`src/rtl/video_stream_rx.sv`:
```
// video_stream_rx: receiver for a Vsync/Hsync/DataEn + 8-bit RGB pixel stream.
// Each accepted pixel is tagged with X/Y coordinates and FrameStart/LineEnd flags.
// The receiver also measures each frame's width and height and reports sync errors.
// A pixel is held for one extra cycle in a skid stage, so that the end of its line is known
// before the pixel is presented. Pixel outputs therefore lag the inputs by 2 clocks.
module video_stream_rx #(
    parameter int W  = 48,
    parameter int H  = 36,
    parameter int XW = 12,
    parameter int YW = 12
) (
    input  logic          clk,
    input  logic          rst_n,
    input  logic          Vsync,
    input  logic          Hsync,
    input  logic          DataEn,
    input  logic [7:0]    R,
    input  logic [7:0]    G,
    input  logic [7:0]    B,
    output logic          PixValid,
    output logic [7:0]    RO,
    output logic [7:0]    GO,
    output logic [7:0]    BO,
    output logic [XW-1:0] X,
    output logic [YW-1:0] Y,
    output logic          FrameStart,
    output logic          LineEnd,
    output logic          FrameDone,
    output logic [XW-1:0] MeasW,
    output logic [YW-1:0] MeasH,
    output logic          WidthErr,
    output logic          HeightErr,
    output logic          SyncErr
);

    localparam logic [XW-1:0] W_CNT = XW'(W);
    localparam logic [YW-1:0] H_CNT = YW'(H);

    // IDLE: waiting to see Vsync low, so that a frame already in progress is never captured.
    // CLOSE: a line closed on the same edge as Vsync fell; publish the frame one cycle later.
    typedef enum logic [1:0] {IDLE, ARMED, FRAME, CLOSE} state_t;

    state_t        state, state_next;
    logic          vs_prev;
    logic          vs_rise, vs_fall;
    logic          capture, line_close;
    logic          frame_close, clear_frame;

    logic [XW-1:0] xcnt, xcnt_inc, first_w;
    logic [YW-1:0] ycnt, ycnt_inc;
    logic          x_sat, y_sat;
    logic          width_acc;

    logic          s1_valid, s1_first;
    logic [7:0]    s1_r, s1_g, s1_b;
    logic [XW-1:0] s1_x;
    logic [YW-1:0] s1_y;

    assign vs_rise    = Vsync & ~vs_prev;
    assign vs_fall    = ~Vsync & vs_prev;
    // Only pixels inside an armed frame with Vsync high are accepted.
    assign capture    = (state == FRAME) & Vsync & DataEn;
    // The pixel in the skid stage ends its line when no pixel follows it.
    assign line_close = s1_valid & ~capture;

    assign x_sat    = &xcnt;
    assign y_sat    = &ycnt;
    assign xcnt_inc = x_sat ? xcnt : xcnt + XW'(1);
    assign ycnt_inc = y_sat ? ycnt : ycnt + YW'(1);

    // Vsync history for edge detection
    always_ff @(posedge clk or negedge rst_n) begin
        if (!rst_n) vs_prev <= 1'b0;
        else        vs_prev <= Vsync;
    end

    // Frame state register
    always_ff @(posedge clk or negedge rst_n) begin
        if (!rst_n) state <= IDLE;
        else        state <= state_next;
    end

    // Frame sequencing: arming, frame entry and the (possibly delayed) frame close
    always_comb begin
        state_next  = state;
        frame_close = 1'b0;
        clear_frame = 1'b0;
        case (state)
            IDLE: begin
                if (!Vsync) state_next = ARMED;
            end
            ARMED: begin
                if (vs_rise) begin
                    state_next  = FRAME;
                    clear_frame = 1'b1;
                end
            end
            FRAME: begin
                if (vs_fall) begin
                    if (line_close) begin
                        state_next = CLOSE;
                    end else begin
                        state_next  = ARMED;
                        frame_close = 1'b1;
                    end
                end
            end
            CLOSE: begin
                frame_close = 1'b1;
                if (vs_rise) begin
                    state_next  = FRAME;
                    clear_frame = 1'b1;
                end else begin
                    state_next = ARMED;
                end
            end
            default: state_next = IDLE;
        endcase
    end

    // Column/row counters and per-frame width bookkeeping
    always_ff @(posedge clk or negedge rst_n) begin
        if (!rst_n) begin
            xcnt      <= '0;
            ycnt      <= '0;
            width_acc <= 1'b0;
            first_w   <= '0;
        end else if (clear_frame) begin
            xcnt      <= '0;
            ycnt      <= '0;
            width_acc <= 1'b0;
            first_w   <= '0;
        end else begin
            if (capture) xcnt <= xcnt_inc;
            if (line_close) begin
                xcnt <= '0;
                ycnt <= ycnt_inc;
                if ((xcnt != W_CNT) || x_sat) width_acc <= 1'b1;
                if (ycnt == '0) first_w <= xcnt;
            end
        end
    end

    // Frame results, published together with the FrameDone pulse and held until the next one
    always_ff @(posedge clk or negedge rst_n) begin
        if (!rst_n) begin
            FrameDone <= 1'b0;
            MeasW     <= '0;
            MeasH     <= '0;
            WidthErr  <= 1'b0;
            HeightErr <= 1'b0;
        end else begin
            FrameDone <= frame_close;
            if (frame_close) begin
                MeasW     <= first_w;
                MeasH     <= ycnt;
                WidthErr  <= width_acc;
                HeightErr <= (ycnt != H_CNT) || y_sat;
            end
        end
    end

    // Skid stage: holds a captured pixel until we know whether it ends its line
    always_ff @(posedge clk or negedge rst_n) begin
        if (!rst_n) begin
            s1_valid <= 1'b0;
            s1_first <= 1'b0;
            s1_r     <= '0;
            s1_g     <= '0;
            s1_b     <= '0;
            s1_x     <= '0;
            s1_y     <= '0;
        end else begin
            s1_valid <= capture;
            if (capture) begin
                s1_first <= (xcnt == '0) && (ycnt == '0);
                s1_r     <= R;
                s1_g     <= G;
                s1_b     <= B;
                s1_x     <= xcnt;
                s1_y     <= ycnt;
            end
        end
    end

    // Output stage: pixel, coordinates and line/frame markers
    always_ff @(posedge clk or negedge rst_n) begin
        if (!rst_n) begin
            PixValid   <= 1'b0;
            FrameStart <= 1'b0;
            LineEnd    <= 1'b0;
            RO         <= '0;
            GO         <= '0;
            BO         <= '0;
            X          <= '0;
            Y          <= '0;
        end else begin
            PixValid   <= s1_valid;
            FrameStart <= s1_valid & s1_first;
            LineEnd    <= line_close;
            if (s1_valid) begin
                RO <= s1_r;
                GO <= s1_g;
                BO <= s1_b;
                X  <= s1_x;
                Y  <= s1_y;
            end
        end
    end

    // Sticky sync error: pixel without Hsync, or pixel that is not part of a captured frame
    always_ff @(posedge clk or negedge rst_n) begin
        if (!rst_n)                         SyncErr <= 1'b0;
        else if (DataEn & (~Hsync | ~capture)) SyncErr <= 1'b1;
    end

endmodule

```
`config.mk`:
```
export PLATFORM = sky130hd
export DESIGN_NAME = video_stream_rx
export DESIGN_NICKNAME = d
export VERILOG_FILES = /design/src/rtl/video_stream_rx.sv
export SDC_FILE = /design/constraint.sdc
export NUM_CORES = 1
export LEC_CHECK = 0
export CORE_MARGIN = 4
export CORE_UTILIZATION = 30
export CTS_CLUSTER_SIZE = 16
export DETAILED_ROUTE_END_ITERATION = 16
export HOLD_SLACK_MARGIN = 0.1
export SYNTH_ARGS = -nofsm -noshare
export SYNTH_HDL_FRONTEND = slang
export SYNTH_SLANG_ARGS = --single-unit
```
`constraint.sdc`:
```
create_clock -name clk -period 3.7 [get_ports clk]
set_clock_uncertainty 0.1 [all_clocks]
set_input_delay 0.555 -clock clk [delete_from_list [all_inputs] [get_ports clk]]
set_output_delay 0.555 -clock clk [all_outputs]
set_load 0.05 [all_outputs]
```
==> implementation parameters <==
Parameter                              Value

GRT
  Combined global-route utilization of all metal layers    0.1314
  Aggregate global routing overflow    0
  Initial antenna violation count    0
  Largest net degree at the start of global routing    67
  Number of global-route vias before repair    4,929
  Global-route wire length before repair    27,060 um

Routing
  Router iterations before antenna repair    4
  Routed wire length per instance    approximately 16 um
  Vias after detailed routing    4,783
  Number of remaining DRC errors    0
  Starting DRT DRC Count    ~360
  Via density    roughly 4.8
  Total detailed-routing wirelength    16,020 um
  Antenna-violating nets left    0

Timing
  Maximum clock frequency    382.0 MHz
  Final sum of negative setup slack    0 ns
  Number of hold violations in the final report    0
  Final Max Tran Viols    0
  Unrepaired setup endpoints after global routing    false
  Period Utilization, post-route    0.7074
  Max_slew headroom    0.3064
  Measured slew at the worst slew-check pin    between 1 and 1.5 ns
  Final worst path period need    2.618 ns
  Final Setup Violations    0
  Worst hold slack    0.3665 ns

Yosys
  Area share of the largest cell type after synthesis    0.6129
  Number of enable flip-flop cells after synthesis    0
  Dominant cell type by area after synthesis    sky130_fd_sc_hd__dfrtp_1
  Most repeated cell in the gate-level netlist after synthesis    sky130_fd_sc_hd__dfrtp_1
  List of most frequent post-synthesis cells    sky130_fd_sc_hd__dfrtp_1, sky130_fd_sc_hd__nand2_1, sky130_fd_sc_hd__mux2_2
  Mean post-synth cell area    11.41 sq um
  Netlist area before placement    6900 sq um
  Synthesized flop and latch total    169
  Proportion of synthesized flip-flops having asynchronous set or reset    1.000
  Synthesized netlist cell count    ~600
  Top flip-flop cell by instance count after synthesis    sky130_fd_sc_hd__dfrtp_1
  Net count after synthesis    638
  Sequential area share after synthesis    0.6129
  Number of distinct standard cells referenced by the synthesized netlist    between 40 and 50
  Ranking of synthesized cells by area    sky130_fd_sc_hd__dfrtp_1, sky130_fd_sc_hd__mux2_2, sky130_fd_sc_hd__nand2_1
  Ys Warns    0

Power and ir drop
  Worst ir drop on vdd    0.2683 mV
  Power density over the cells    560.6 nW/um^2
  Leakage Power    0.004153 uW
  Net switching fraction of the power    0.3085
  Internal power    3429 uW
  Combinational cell fraction of total power    0.210
  Total power of the final layout    4959 uW
  Part of the power in the clock network    0.340
  Switching power summed over all nets    1530 uW
  Fraction of power consumed by sequential logic    0.450

Cells and area
  Number of nets in the layout    roughly 740
  Final core utilization    0.3907
  Area growth from synthesis to layout    28.20%
  Ratio of cells with drive above 1 in the final layout    0.1662
  Number of diodes added for antenna fixing    0

Clocking
  Clock-pin slew on the worst setup and hold paths    ~0.06 ns
  Total CTS buffers    17
  CTS sink count    169
  Clock tree from TritonCTS    built
  Worst-skew pair later-pin latency    0.42 ns
  Buffer type at the clock tree root    sky130_fd_sc_hd__clkbuf_16
  Maximum root-to-sink buffer count    2
  Maximum level of the CTS H-tree    4

Floorplanning
  Initial core utilization    0.3048
  Number of rows in the core area    55
  Die width    between 150 and 200 um
  I/O pin cnt    108
  Core outline area    between 20,000 and 25,000 sq um
  Total die area    ~25,000 sq um
  Chip height    about 160 um

Critical path
  Worst path arrival time    roughly 2.9 ns
  Critical Path Max Stage Delay    0.92 ns
  Source of the worst register-to-register timing path    ycnt[1]
  Buffers plus inverters on the worst setup path    1
  Crit start category    primary input
  CP required    3.95 ns
  Cells along the critical path    clkdlybuf4s50_1 -> nand4b_4 -> nand2_1 -> nor4_2 -> a22o_1
  Capture point of the worst reg-to-reg path    ycnt[1]
  Startpoint-to-endpoint class of the critical path    primary input to register
  Category of the worst setup path capture point    register
  Depth of the critical timing path with buffers and inverters included    5
  Setup slack, reg-to-reg    roughly 1.2 ns
  Slowest library cell on the worst path    sky130_fd_sc_hd__nor4_2
  Setup crit end    first_w[4]
  Top Family by Delay on Critical Path    simple AND/OR/NAND/NOR gates
  R2R cell count    6
  Launch point of the critical path    Vsync
  CP Max Fanout    15

Place
  Port Buffers    107
  Routability Congestion    between 0.8 and 0.9
  DP HPWL    10,600 um

Hold path
  Hold path start    s1_g[7]
  Class of the tightest hold or removal check    register to register
  Depth of the worst hold-timing path    2

Outcome
  Run status    completed

Run
  Max Cap Violations    0
-- logic make-up after synthesis --
logic type                 Yosys count  synth area share
and+or+nand+nor                    234            0.1568
DFF                                169            0.6129
AOI/OAI and AO/OA                   74           0.07253
muxes                               74            0.1202
buffers and inverters               50           0.03028
adders and majority gates            4          0.007253
-- cell type report --
type,instances,area [sq um]
clock buffer,22,464.2
timing repair buffer,119,1190
clock inverter,9,95.09
sequential,169,4230
multi-input combinational,386,2466
fill,2198,13790
tap,285,356.6
inverter,11,43.79
-- metal layers --
layer	vias up	global-route usage	part of all wire
li1	2300	-	-
met1	2348	0.1836	0.48
met2	116	0.1887	0.44
met3	19	0.04335	0.059
met4	0	0.05247	0.017
met5	-	0	0
-- how the worst min path moves through the flow --
stage | slack, ns | to
finish | 0.37 | s1_g[7]
detailed placement | 0.36 | s1_r[4]
floorplan | 0.16 | BO[0]
CTS | 0.37 | s1_b[5]
global placement | 0.35 | s1_b[4]
global route | 0.39 | s1_y[4]
-- repair_timing --
item,CTS,global route
setup buffers,0,0
gates resized for setup,0,0
endpoints found under the hold margin,37,0
hold buffers,1,0
-- metrics by stage --
stage / cells / area, sq um / worst slack, ns
finish: 1001 / 8846 / 1.082
global route: 1001 / 8846 / 0.9021
CTS: 1001 / 8846 / 1.090
detailed placement: 969 / 8277 / 0.6420
global placement: 969 / 8277 / 0.7581
floorplan: 605 / 6900 / 1.599
-- flip-flops by register name (all words and copies together) (netlist names), 12 cells and up --
| register | flops |
|---|---|
| X | 12 |
| ycnt | 12 |
| xcnt | 12 |
| Y | 12 |
| first_w | 12 |
| s1_y | 12 |
| s1_x | 12 |
| MeasW | 12 |
| MeasH | 12 |
-- cells in the final DEF, fill, tap and decap left out, types with 2 or more instances in the layout --
| master | Yosys | final |
|---|---|---|
| sky130_fd_sc_hd__a21o_1 | 2 | 2 |
| sky130_fd_sc_hd__a21oi_1 | 19 | 19 |
| sky130_fd_sc_hd__a22o_1 | 12 | 12 |
| sky130_fd_sc_hd__a311oi_1 | 2 | 2 |
| sky130_fd_sc_hd__a31oi_1 | 3 | 3 |
| sky130_fd_sc_hd__a41o_1 | 2 | 2 |
| sky130_fd_sc_hd__and3_1 | 3 | 3 |
| sky130_fd_sc_hd__and4_1 | 3 | 3 |
| sky130_fd_sc_hd__buf_12 | 0 | 2 |
| sky130_fd_sc_hd__buf_4 | 1 | 9 |
| sky130_fd_sc_hd__clkbuf_1 | 23 | 3 |
| sky130_fd_sc_hd__clkbuf_16 | 0 | 17 |
| sky130_fd_sc_hd__clkbuf_8 | 0 | 2 |
| sky130_fd_sc_hd__clkdlybuf4s50_1 | 0 | 106 |
| sky130_fd_sc_hd__clkinv_4 | 0 | 4 |
| sky130_fd_sc_hd__clkinvlp_4 | 0 | 4 |
| sky130_fd_sc_hd__dfrtp_1 | 169 | 168 |
| sky130_fd_sc_hd__ha_1 | 4 | 4 |
| sky130_fd_sc_hd__inv_1 | 10 | 10 |
| sky130_fd_sc_hd__mux2_2 | 71 | 71 |
| sky130_fd_sc_hd__mux2i_1 | 3 | 3 |
| sky130_fd_sc_hd__nand2_1 | 155 | 155 |
| sky130_fd_sc_hd__nand2b_1 | 4 | 4 |
| sky130_fd_sc_hd__nand3_1 | 13 | 13 |
| sky130_fd_sc_hd__nand4_1 | 11 | 11 |
| sky130_fd_sc_hd__nor2_1 | 10 | 10 |
| sky130_fd_sc_hd__nor3_1 | 7 | 7 |
| sky130_fd_sc_hd__nor4_1 | 7 | 7 |
| sky130_fd_sc_hd__o211ai_1 | 2 | 2 |
| sky130_fd_sc_hd__o21ai_0 | 15 | 14 |
| sky130_fd_sc_hd__o311ai_0 | 2 | 2 |
| sky130_fd_sc_hd__o31a_1 | 2 | 2 |
| sky130_fd_sc_hd__o31ai_1 | 8 | 8 |
| sky130_fd_sc_hd__or2_2 | 2 | 2 |
| sky130_fd_sc_hd__or4_1 | 8 | 8 |
-- power by group through the flow --
stage / sequential [uW] / clock [uW] / combinational [uW]
floorplan: 2630 / 0 / 280
global placement: 2260 / 0 / 1040
detailed placement: 2270 / 0 / 1050
CTS: 2240 / 1740 / 1060
global route: 2260 / 1820 / 1120
finish: 2230 / 1680 / 1040
-- worst reg2reg max path, cell delays in order, from the launching register on --
cell                      delay [ns]
sky130_fd_sc_hd__dfrtp_1        0.49
sky130_fd_sc_hd__ha_1           0.37
sky130_fd_sc_hd__inv_1          0.10
sky130_fd_sc_hd__nor4_1         0.81
sky130_fd_sc_hd__buf_4          0.28
sky130_fd_sc_hd__o21ai_0        0.08
sky130_fd_sc_hd__a21oi_1        0.18
Note: power is estimated with default switching activity, not from simulation.
